$ cat src/rtl/sc_reggeneral_write_arbiter_pkg.sv
// Shared definitions for the general-register write arbiter: state encoding and default widths.
package sc_reggeneral_write_arbiter_pkg;

  localparam int NUM_REQ_DEF       = 4;
  localparam int REQIDX_WIDTH_DEF  = 2;
  localparam int NUM_REG_DEF       = 6;
  localparam int REGADDR_WIDTH_DEF = 3;
  localparam int DATAWIDTH_BUS_DEF = 32;

  typedef enum logic [1:0] {
    IDLE  = 2'b00,
    WRITE = 2'b01,
    ACK   = 2'b10
  } arb_state_t;

endpackage

$ cat src/rtl/sc_reggeneral_write_arbiter_rr_picker.sv
// Combinational round-robin picker: first set request at or after ptr, wrapping modulo NUM_REQ.
module sc_rr_picker
  import sc_reggeneral_write_arbiter_pkg::*;
#(
  parameter int NUM_REQ      = NUM_REQ_DEF,
  parameter int REQIDX_WIDTH = REQIDX_WIDTH_DEF
) (
  input  logic [NUM_REQ-1:0]      req,
  input  logic [REQIDX_WIDTH-1:0] ptr,
  output logic [REQIDX_WIDTH-1:0] winner,
  output logic                    valid
);

  int                    pos;
  logic [REQIDX_WIDTH-1:0] sel;

  // Scan from the farthest offset down so the nearest requester is the last one assigned.
  always_comb begin
    winner = '0;
    valid  = 1'b0;
    pos    = 0;
    sel    = '0;
    for (int k = NUM_REQ - 1; k >= 0; k--) begin
      pos = (int'(ptr) + k) % NUM_REQ;
      sel = REQIDX_WIDTH'(pos);
      if (req[sel]) begin
        winner = sel;
        valid  = 1'b1;
      end
    end
  end

endmodule

$ cat src/rtl/sc_reggeneral_write_arbiter.sv
// Round-robin write arbiter for the general register bank: IDLE -> WRITE -> ACK, all outputs registered.
module sc_reggeneral_write_arbiter
  import sc_reggeneral_write_arbiter_pkg::*;
#(
  parameter int NUM_REQ       = NUM_REQ_DEF,
  parameter int REQIDX_WIDTH  = REQIDX_WIDTH_DEF,
  parameter int NUM_REG       = NUM_REG_DEF,
  parameter int REGADDR_WIDTH = REGADDR_WIDTH_DEF,
  parameter int DATAWIDTH_BUS = DATAWIDTH_BUS_DEF
) (
  input  logic                               SC_RegWRARB_CLOCK_50,
  input  logic                               SC_RegWRARB_Reset_InLow,
  input  logic [NUM_REQ-1:0]                 SC_RegWRARB_Req_InHigh,
  input  logic [NUM_REQ*REGADDR_WIDTH-1:0]   SC_RegWRARB_Addr_In,
  input  logic [NUM_REQ*DATAWIDTH_BUS-1:0]   SC_RegWRARB_Data_In,
  output logic [NUM_REQ-1:0]                 SC_RegWRARB_Ack_OutHigh,
  output logic [NUM_REG-1:0]                 SC_RegWRARB_Write_OutHigh,
  output logic [DATAWIDTH_BUS-1:0]           SC_RegWRARB_DataBUS_Out,
  output logic                               SC_RegWRARB_Busy_OutHigh,
  output logic                               SC_RegWRARB_Error_OutHigh
);

  arb_state_t              state;
  logic [REQIDX_WIDTH-1:0] ptr;
  logic [REQIDX_WIDTH-1:0] win;
  logic [REQIDX_WIDTH-1:0] pick_idx;
  logic                    pick_vld;

  logic [REGADDR_WIDTH-1:0] addr_arr [NUM_REQ];
  logic [DATAWIDTH_BUS-1:0] data_arr [NUM_REQ];

  for (genvar i = 0; i < NUM_REQ; i++) begin : g_slice
    assign addr_arr[i] = SC_RegWRARB_Addr_In[i*REGADDR_WIDTH +: REGADDR_WIDTH];
    assign data_arr[i] = SC_RegWRARB_Data_In[i*DATAWIDTH_BUS +: DATAWIDTH_BUS];
  end

  sc_rr_picker #(
    .NUM_REQ      (NUM_REQ),
    .REQIDX_WIDTH (REQIDX_WIDTH)
  ) u_picker (
    .req    (SC_RegWRARB_Req_InHigh),
    .ptr    (ptr),
    .winner (pick_idx),
    .valid  (pick_vld)
  );

  function automatic logic in_range(input logic [REGADDR_WIDTH-1:0] a);
    return int'(a) < NUM_REG;
  endfunction

  function automatic logic [NUM_REG-1:0] strobe(input logic [REGADDR_WIDTH-1:0] a);
    logic [NUM_REG-1:0] s;
    s = '0;
    if (in_range(a)) s[a] = 1'b1;
    return s;
  endfunction

  // Strobe and error are decided from the winner's address on the grant edge, so they
  // are already registered and stable for the whole WRITE cycle.
  always_ff @(posedge SC_RegWRARB_CLOCK_50 or negedge SC_RegWRARB_Reset_InLow) begin
    if (!SC_RegWRARB_Reset_InLow) begin
      state                     <= IDLE;
      ptr                       <= '0;
      win                       <= '0;
      SC_RegWRARB_Ack_OutHigh   <= '0;
      SC_RegWRARB_Write_OutHigh <= '0;
      SC_RegWRARB_DataBUS_Out   <= '0;
      SC_RegWRARB_Busy_OutHigh  <= 1'b0;
      SC_RegWRARB_Error_OutHigh <= 1'b0;
    end else begin
      SC_RegWRARB_Ack_OutHigh   <= '0;
      SC_RegWRARB_Write_OutHigh <= '0;
      SC_RegWRARB_Error_OutHigh <= 1'b0;
      case (state)
        IDLE: begin
          if (pick_vld) begin
            win                       <= pick_idx;
            SC_RegWRARB_DataBUS_Out   <= data_arr[pick_idx];
            SC_RegWRARB_Write_OutHigh <= strobe(addr_arr[pick_idx]);
            SC_RegWRARB_Error_OutHigh <= !in_range(addr_arr[pick_idx]);
            SC_RegWRARB_Busy_OutHigh  <= 1'b1;
            state                     <= WRITE;
          end
        end
        WRITE: begin
          SC_RegWRARB_Ack_OutHigh <= NUM_REQ'(1) << win;
          state                   <= ACK;
        end
        ACK: begin
          ptr                      <= (win == REQIDX_WIDTH'(NUM_REQ - 1)) ? '0 : win + 1'b1;
          SC_RegWRARB_Busy_OutHigh <= 1'b0;
          state                    <= IDLE;
        end
        default: begin
          SC_RegWRARB_Busy_OutHigh <= 1'b0;
          state                    <= IDLE;
        end
      endcase
    end
  end

endmodule
$ cat config.mk
export PLATFORM = sky130hd
export DESIGN_NAME = sc_reggeneral_write_arbiter
export DESIGN_NICKNAME = d
export VERILOG_FILES = /design/src/rtl/sc_reggeneral_write_arbiter_pkg.sv /design/src/rtl/sc_reggeneral_write_arbiter_rr_picker.sv /design/src/rtl/sc_reggeneral_write_arbiter.sv
export SDC_FILE = /design/constraint.sdc
export NUM_CORES = 1
export LEC_CHECK = 0
export ABC_CLOCK_PERIOD_IN_PS = 5640
export CAP_MARGIN = 20
export CORE_UTILIZATION = 41
export DETAILED_ROUTE_END_ITERATION = 10
export PLACE_DENSITY = 0.87
export RECOVER_POWER = 50
export SYNTH_ARGS = -nofsm -noshare
export SYNTH_HDL_FRONTEND = slang
export SYNTH_SLANG_ARGS = --single-unit
$ cat constraint.sdc
create_clock -name SC_RegWRARB_CLOCK_50 -period 5.64 [get_ports SC_RegWRARB_CLOCK_50]
set_clock_uncertainty 0.2 [all_clocks]
set_input_delay 1.41 -clock SC_RegWRARB_CLOCK_50 [delete_from_list [all_inputs] [get_ports SC_RegWRARB_CLOCK_50]]
set_output_delay 1.41 -clock SC_RegWRARB_CLOCK_50 [all_outputs]
set_load 0.01 [all_outputs]
== After elaboration in Yosys (flattened, before gate mapping) ==
Cells that the tools add are included.

* Word-level logic and storage cells: 67
* Output and inout port bits: 44
* Bits in registers: 50
* Input port bits: 146

* Bitwise logic cells: 2
* Eq/ne operators: 4
* Mux-type cells: 35
* Shift-type cells: 1
* Add/sub/neg operators: 4
* Order comparisons: 8
* Reduce and logical (&&, ||, !) cells: 5

{| class="wikitable"
|+ Operators by type and width
! operator !! number
|-
| binary-select mux 32 bit (select 2 bit) || 1
|-
| 2-to-1 mux 32 bit || 2
|-
| 2-to-1 mux 6 bit || 3
|-
| < comparator 2 x 3 -> 1 bit (second input constant) || 4
|-
| 2-to-1 mux 1 bit || 12
|-
| 2-to-1 mux 2 bit || 6
|-
| binary-select mux 1 bit (select 2 bit) || 4
|-
| binary-select mux 3 bit (select 2 bit) || 1
|-
| 2-to-1 mux 3 bit || 2
|-
| adder 2 x 1 -> 2 bit (second input constant) || 2
|-
| adder 2 bit (second input constant) || 2
|-
| equality test 2 bit (second input constant) || 2
|-
| < comparator 3 x 4 -> 1 bit (second input constant) || 1
|-
| 2-to-1 mux 4 bit || 1
|-
| one-hot mux 2 bit (2 select lines) || 1
|-
| AND reduction 2 bit || 2
|-
| << shifter 1 x 2 -> 4 bit (first input constant) || 1
|-
| demux 1 bit (select 3 bit) || 1
|-
| >= comparator 3 x 1 -> 1 bit (second input constant) || 1
|-
| >= comparator 3 bit (second input constant) || 1
|-
| < comparator 3 bit (second input constant) || 1
|-
| inverter 2 -> 3 bit || 1
|-
| equality test 2 x 1 -> 1 bit (second input constant) || 1
|-
| zero test 2 bit || 1
|-
| 5 further kinds || 5
|}

== Logic depth before layout (Yosys ltp) ==
Gate-level depths: netlist (run 1).

* Depth in word-level cells: 18
* Gate-level depth with buffers: 8
* Gate-level depth less buffers: 6

== Hierarchy ==
From an unflattened synthesis (run 1), not the netlist that was laid out.

* Cells, all modules: 170
* Area total of the unflattened synthesis: 2986.6 µm²

{| class="wikitable"
|+ By module, submodules not included
! module !! cells an instance !! area an instance (µm²) !! sequential area each (µm²) !! times used
|-
| sc_reggeneral_write_arbiter || 157 || 2909.0 || 1251.2 || 1
|-
| sc_rr_picker || 13 || 77.6 || 0.0 || 1
|}

== Worst setup path after synthesis (run 1) ==
OpenSTA, ideal clock, no wires.

* Kind: input -> register
* Start point: input SC_RegWRARB_Req_InHigh[2]
* End point: register SC_RegWRARB_DataBUS_Out[0]
* Stages: 8
* Setup slack: 2.400 ns
* Data arrival time: 2.907 ns
* Setup time: 0.134 ns
* Buffers on the path: 3
* Cells stage by stage: nor2b_1 -> or4b_1 -> buf_2 -> nand2_4 -> buf_12 -> buf_12 -> mux2i_1 -> o221ai_2

* Longest elaborated chain between the ends: 10

{| class="wikitable"
|+ RTL lines
! what !! line !! RTL
|-
| start: declaration || sc_reggeneral_write_arbiter.sv:13 || <nowiki>input logic [NUM_REQ-1:0] SC_RegWRARB_Req_InHigh,</nowiki>
|-
| binary-select mux 1 bit (select 2 bit) || sc_reggeneral_write_arbiter_rr_picker.sv:26 || <nowiki>if (req[sel]) begin</nowiki>
|-
| 2-to-1 mux 1 bit (not written as such) || sc_reggeneral_write_arbiter_rr_picker.sv:26 ||
|-
| 2-to-1 mux 2 bit (4 in series) || sc_reggeneral_write_arbiter_rr_picker.sv:26 ||
|-
| inverter 2 -> 3 bit (not written as such) || sc_reggeneral_write_arbiter.sv:78 || <nowiki>SC_RegWRARB_DataBUS_Out <= data_arr[pick_idx];</nowiki>
|-
| binary-select mux 32 bit (select 2 bit) || sc_reggeneral_write_arbiter.sv:78 ||
|-
| 2-to-1 mux 32 bit (not written as such) (2 in series) || sc_reggeneral_write_arbiter.sv:78 ||
|-
| end signal: assignment || sc_reggeneral_write_arbiter.sv:78 ||
|-
| end: declaration || sc_reggeneral_write_arbiter.sv:18 || <nowiki>output logic [DATAWIDTH_BUS-1:0] SC_RegWRARB_DataBUS_Out,</nowiki>
|}

Several ways; a longest one is shown, not always the timed one. The select of a mux whose other input is x is not followed.
A chain may end at the register's enable or synchronous reset.

== Final worst setup path (run 1) ==
* Start point: input SC_RegWRARB_Req_InHigh[1]
* End point: register SC_RegWRARB_DataBUS_Out[12]

The elaborated chain is that of the path after synthesis.

==> impl_metrics.json, run 1 <==
{
  "routed_wl_um": 9410,
  "first_global_vias": 3134,
  "cp.arrival_ns": 4.14,
  "die_y_um": 90.4,
  "synth_seq_cells": 50,
  "end_kind": "register",
  "yosys.cell_types.count": 39,
  "vias": 3007,
  "yosys-top-cells-area": "dfrtp_1, mux2i_1, o221ai_2, nand2_1, buf_12",
  "hold_viol": 0,
  "seq_area_frac_synth": 0.391,
  "wl_per_cell_um": 17.0,
  "crit_start": "SC_RegWRARB_Req_InHigh[1]",
  "antenna_found_initial": 0,
  "drive_gt1_frac": 0.112,
  "worstPathRequired_ns": 5.59,
  "grt.total_usage": 0.234,
  "r2r_start": "ptr[1]",
  "dp_cells": 547,
  "synth_area_um2": 3200,
  "cts_buffers": 5,
  "layout.cells.non_filler": 555,
  "drv_slew": 51,
  "cts_tree": "done",
  "insertedDiodeCount": 0,
  "postCtsHoldBufs": 0,
  "status": "finished, violations left",
  "grt_start_max_net_pins": 51,
  "rows": 31,
  "drtIter0Drc": 119,
  "fin_nets": 605,
  "path_cells": "clkdlybuf4s50_1 -> nor2b_2 -> or4_1 -> nand2_4 -> buf_12 -> mux2i_1 -> o221ai_2",
  "critPathKind": "input pin to register",
  "insertion_delay_ns": 0.30,
  "tns_ns": 0,
  "die-area_um2": 8160,
  "synth_warnings": 0,
  "first_pass_iters": 4,
  "cts.sinks": 50,
  "finalSetupViolCount": 0,
  "htreeDepth": 2,
  "fp.dieW_um": 90.4,
  "hp-class": "register to register",
  "syn_nets": 424,
  "critPathMaxStageDelay_ns": 0.69,
  "path_buf_inv": 2,
  "rsz0062_at_grt": "no",
  "worst_slew_pin_slew_ns": 2.57,
  "async_reset_ff_frac": 1.00,
  "path_max_fanout": 42,
  "drtAntennaViolNets": 0,
  "num_io_pins": 190,
  "min_period_ns": 4.19,
  "gp_congestion": 0.876,
  "ir_drop_mv": 0.235,
  "io_buffers": 189,
  "ys.flop_type": "dfrtp_1",
  "postCtsSetupBuffers": 0,
  "p_leak_uw": 0.00211,
  "violations": "max-capacitance violations, max-slew violations",
  "fin_crit_sh": 0.742,
  "power_density_nw_per_um2": 443,
  "hpwl_um": 7240,
  "critPathSlowestCell": "or4_1",
  "timing.slew.headroom": -0.716,
  "clk_pin_slew_worst_paths_ns": 0.09,
  "power_uw": 2300,
  "overflow": 0,
  "cts_root_buf": "clkbuf_8",
  "cts_resized": 0,
  "avgSynthCellArea_um2": 11.7,
  "area_delta_synth_final_pct": 62.1,
  "clockBufferDepth": 2,
  "vias_per_cell": 5.42,
  "synthTopCellsByCount": "mux2i_1, dfrtp_1, nand2_1",
  "core_um2": 7410,
  "max_freq_ghz": 0.239,
  "utilization": 0.700,
  "whs_ns": 0.289,
  "start_util": 0.432,
  "yosysMostFrequentCell": "mux2i_1",
  "drcViolationCount": 0,
  "worst_setup_path_start_kind": "input pin",
  "crit_family": "simple AND/OR/NAND/NOR gates",
  "syn_inst": 274,
  "synth_top_area_cell": "dfrtp_1",
  "hp-start": "SC_RegWRARB_DataBUS_Out[8]",
  "grt_pass1_wl_um": 15200,
  "synth_edf_count": 0,
  "synth_top_area_share": 0.391,
  "drv_cap": 1
}
cells in the final DEF, fill, tap and decap left out, types with 2 or more instances in the layout:
master,synthesis,layout
a211oi_1,9,9
a21o_1,2,2
a32o_1,2,2
a32oi_1,2,2
and2_0,0,4
buf_4,0,3
clkbuf_1,4,2
clkbuf_8,0,5
clkdlybuf4s50_1,0,173
dfrtp_1,50,50
dlygate4sd3_1,0,15
ha_1,4,4
inv_1,3,3
mux2i_1,64,64
nand2_1,37,37
nand2b_1,3,3
nand3_1,6,6
nor2b_1,4,4
nor4_1,6,6
o21ai_0,7,7
o221ai_2,32,32
worst min-delay path: stages (launching register included):
cell	delay, ns
dfrtp_1	0.34
nand2_1	0.06
o221ai_2	0.05
state kept, by name, indices dropped and copies added, names as in the netlist:
register                   count
SC_RegWRARB_DataBUS_Out       32
SC_RegWRARB_Write_OutHigh      6
SC_RegWRARB_Ack_OutHigh        4
ptr                            2
state                          2
win                            2
SC_RegWRARB_Busy_OutHigh       1
SC_RegWRARB_Error_OutHigh      1
layout make-up:
type	instances	area (µm²)
Timing Repair Buffer	194	1930
Clock buffer	6	72.6
Tap cell	99	124
Clock inverter	2	37.5
Inverter	4	15.0
Fill cell	550	2220
Sequential cell	50	1250
Multi-Input combinational cell	200	1750
cell families (layout without fill, tap and decap cells):
logic type | after synthesis | in the layout | share of synthesized area
AND/OR/NAND/NOR | 72 | 72 | 0.115
multiplexers | 65 | 65 | 0.204
AO/OA/AOI/OAI | 59 | 59 | 0.212
flip-flops | 50 | 50 | 0.391
buffers and inverters | 24 | 206 | 0.0633
adder cells (fa/ha/maj) | 4 | 4 | 0.0156
metal layers:
layer | share of wire | GRT usage | up-vias
met2 | 0.51 | 0.418 | 176
li1 | - | - | 1415
met3 | 0.085 | 0.0648 | 16
met1 | 0.39 | 0.272 | 1400
met5 | 0 | 0 | -
met4 | 0.020 | 0.0712 | 0
metrics by stage:
step / area [µm²] / setup slack (ns)
after floorplan: 3200 / 2.40
after global placement: 5080 / 1.30
after detailed placement: 5080 / 1.14
after CTS: 5190 / 1.46
after global routing: 5190 / 1.32
final: 5190 / 1.45
worst paths after layout:
kind | end | cells past startpoint | slack [ns]
min in group asynchronous | SC_RegWRARB_Write_OutHigh[1] | 2 | 1.79
worst min-delay path | SC_RegWRARB_DataBUS_Out[8] | 2 | 0.29
worst max-delay path | SC_RegWRARB_DataBUS_Out[12] | 7 | 1.45
worst min register to register | SC_RegWRARB_DataBUS_Out[8] | 2 | 0.29
worst max register to register | SC_RegWRARB_DataBUS_Out[12] | 5 | 2.72
max in group asynchronous | SC_RegWRARB_DataBUS_Out[11] | 2 | 1.98
power breakdown:
part / switching, µW / internal, µW / total [µW]
clock: 120 / 132 / 252
sequential: 101 / 522 / 623
combinational: 709 / 712 / 1420
total: 930 / 1370 / 2300
Note: power is estimated with default switching activity, not from simulation.
==> run 2, diff against run 1 <==
- ABC_CLOCK_PERIOD_IN_PS: 5640 -> 3450
- CORE_UTILIZATION: 41 -> 35
- PLACE_DENSITY: 0.87 -> 0.79
- clock period: 5.64 -> 3.45 ns (I/O delays scaled with it)
==> run 2 against run 1 <==
Net effect:
- the run ends with design-rule violations, max-capacitance violations, max-slew violations left
- sequential power is 62% higher
- clock-buffer cell count is 2 higher
- sequential share of layout area shrank 0.29 points
- critical path depth unchanged
- utilization decreased by 10 points
- hold slack better by 0.0015 ns
- cell area is 1.2% higher
- flip-flop and latch count is the same
- highest routed layer unchanged
==> impl_metrics.json, run 2 (same netlist as run 1, synthesis figures left out) <==
{
  "status": "finished, violations left",
  "violations": "design-rule violations, max-capacitance violations, max-slew violations",
  "hp-class": "register to register",
  "seqCellArea_um2": 1250,
  "gp_congestion": 0.922,
  "worst_setup_path_start_kind": "input pin",
  "drive_gt1_frac": 0.121,
  "core_um2": 8810,
  "first_global_vias": 3175,
  "end_kind": "register",
  "hpwl_um": 8020,
  "regMostFlops": "SC_RegWRARB_DataBUS_Out",
  "first_pass_iters": 7,
  "grt_pass1_wl_um": 16400,
  "fp.dieW_um": 97.6,
  "final_common_cell": "clkdlybuf4s50_1",
  "ir_drop_mv": 0.574,
  "tns_ns": 0,
  "area_delta_synth_final_pct": 64.1,
  "hold_depth": 2,
  "cp.arrival_ns": 3.07,
  "drv_slew": 29,
  "setup_slack_ns": 0.358,
  "cts_root_buf": "clkbuf_8",
  "cts_tree": "done",
  "cts_buffers": 5,
  "p_int_uw": 2260,
  "insertedDiodeCount": 0,
  "switching_share": 0.407,
  "rr_worst_depth": 5,
  "clkPwrFrac": 0.104,
  "p_comb_frac": 0.630,
  "antenna_found_initial": 0,
  "die_y_um": 97.6,
  "fin_nets": 611,
  "pre_cts_ws_ns": 0.0843,
  "final_area_um2": 5250,
  "largest_reg_flops": 32,
  "start_util": 0.363,
  "timing.slew.headroom": -0.0438,
  "p_leak_uw": 0.00213,
  "fin_crit_sh": 0.896,
  "power_density_nw_per_um2": 725,
  "cts.sinks": 50,
  "num_io_pins": 190,
  "rsz0062_at_grt": "no",
  "rows": 34,
  "worst_slew_pin_slew_ns": 1.57,
  "worstPathRequired_ns": 3.43,
  "grt_start_max_net_pins": 40,
  "vias": 3039,
  "io_buffers": 189,
  "n_fill_cell": 734,
  "routed_wl_um": 10300,
  "htreeDepth": 2,
  "path_max_fanout": 39,
  "critPathKind": "input pin to register",
  "cts_resized": 0,
  "vias_per_cell": 5.33,
  "reg_top3": "SC_RegWRARB_DataBUS_Out (32), SC_RegWRARB_Write_OutHigh (6), SC_RegWRARB_Ack_OutHigh (4)",
  "drtAntennaViolNets": 0,
  "p_sw_uw": 1550,
  "postCtsHoldBufs": 0,
  "layout.cells.non_filler": 570,
  "final_cell_mix": "clkdlybuf4s50_1, mux2i_1, dfrtp_1",
  "seqPwrFrac": 0.267,
  "placed_cell_area_um2": 5150,
  "dp_cells": 562,
  "multiInputGateArea_um2": 1750,
  "insertion_delay_ns": 0.29,
  "drcViolationCount": 32,
  "wl_per_cell_um": 18.2,
  "min_period_ns": 3.09,
  "overflow": 0,
  "drtIter0Drc": 135,
  "postCtsSetupBuffers": 0,
  "drv_cap": 1,
  "whs_ns": 0.290,
  "max_freq_ghz": 0.323,
  "clk_pin_slew_worst_paths_ns": 0.09,
  "die-area_um2": 9530,
  "finalSetupViolCount": 0,
  "grt.total_usage": 0.219,
  "hold_viol": 0,
  "clockBufferDepth": 2
}
-- run 2: changes by cell type in the layout (fill, tap and decap cells not counted), sizes merged --
cell,previous run,this run
clkinvlp,1,0
clkbuf,7,11
buf,5,9
bufinv,1,0
-- run 2: final timing paths --
kind / startpoint / end / slack (ns)
setup / recovery: SC_RegWRARB_Req_InHigh[3] / SC_RegWRARB_DataBUS_Out[1] / 0.36
hold / removal: SC_RegWRARB_DataBUS_Out[20] / SC_RegWRARB_DataBUS_Out[20] / 0.29
setup reg to reg: ptr[1] / SC_RegWRARB_DataBUS_Out[1] / 1.14
hold reg to reg: SC_RegWRARB_DataBUS_Out[20] / SC_RegWRARB_DataBUS_Out[20] / 0.29
max in group asynchronous: SC_RegWRARB_Reset_InLow / SC_RegWRARB_Write_OutHigh[4] / 1.25
min in group asynchronous: SC_RegWRARB_Reset_InLow / SC_RegWRARB_DataBUS_Out[5] / 0.75
-- run 2: cell type report --
| type | instances | share of cell area |
|---|---|---|
| clock buffers | 8 | 0.0210 |
| inverters | 4 | 0.00286 |
| multi-input cells | 200 | 0.334 |
| flip-flops and latches | 50 | 0.238 |
| well taps | 108 | 0.0257 |
| repair buffers | 200 | 0.378 |
-- run 2: layer usage --
| metal | vias to the layer above | wire [µm] | GRT usage |
|---|---|---|---|
| li1 | 1430 | - | - |
| met1 | 1454 | 3980 | 0.257 |
| met2 | 142 | 5310 | 0.398 |
| met3 | 13 | 908 | 0.0576 |
| met4 | 0 | 148 | 0.0478 |
| met5 | - | 0 | 0 |
-- run 2: worst max-delay path: stages --
cell           delay [ns]
dlygate4sd3_1        0.65
nor2_2               0.12
or4b_1               0.58
nand2_4              0.12
buf_12               0.26
mux2i_1              0.33
o221ai_2             0.12
-- run 2: power by group through the flow --
stage,clock (µW),sequential [µW],combinational (µW)
global placement,0,1020,2380
global route,432,1050,2590
finish,394,1010,2400
CTS,410,1020,2450
detailed placement,0,1020,2450
floorplan,0,1090,1500
-- run 2: stage by stage --
step / total power (µW) / utilization
2_1_floorplan: 2600 / -
3_3_place_gp: 3390 / 0.585
3_5_place_dp: 3470 / 0.585
4_1_cts: 3880 / 0.597
5_1_grt: 4070 / 0.596
6_report: 3810 / 0.596
==> run 3, diff against run 2 <==
- CTS_CLUSTER_DIAMETER: not set -> 50
==> results of run 3 <==
The final DEF is identical to that of run 2; final timing and power are the same.
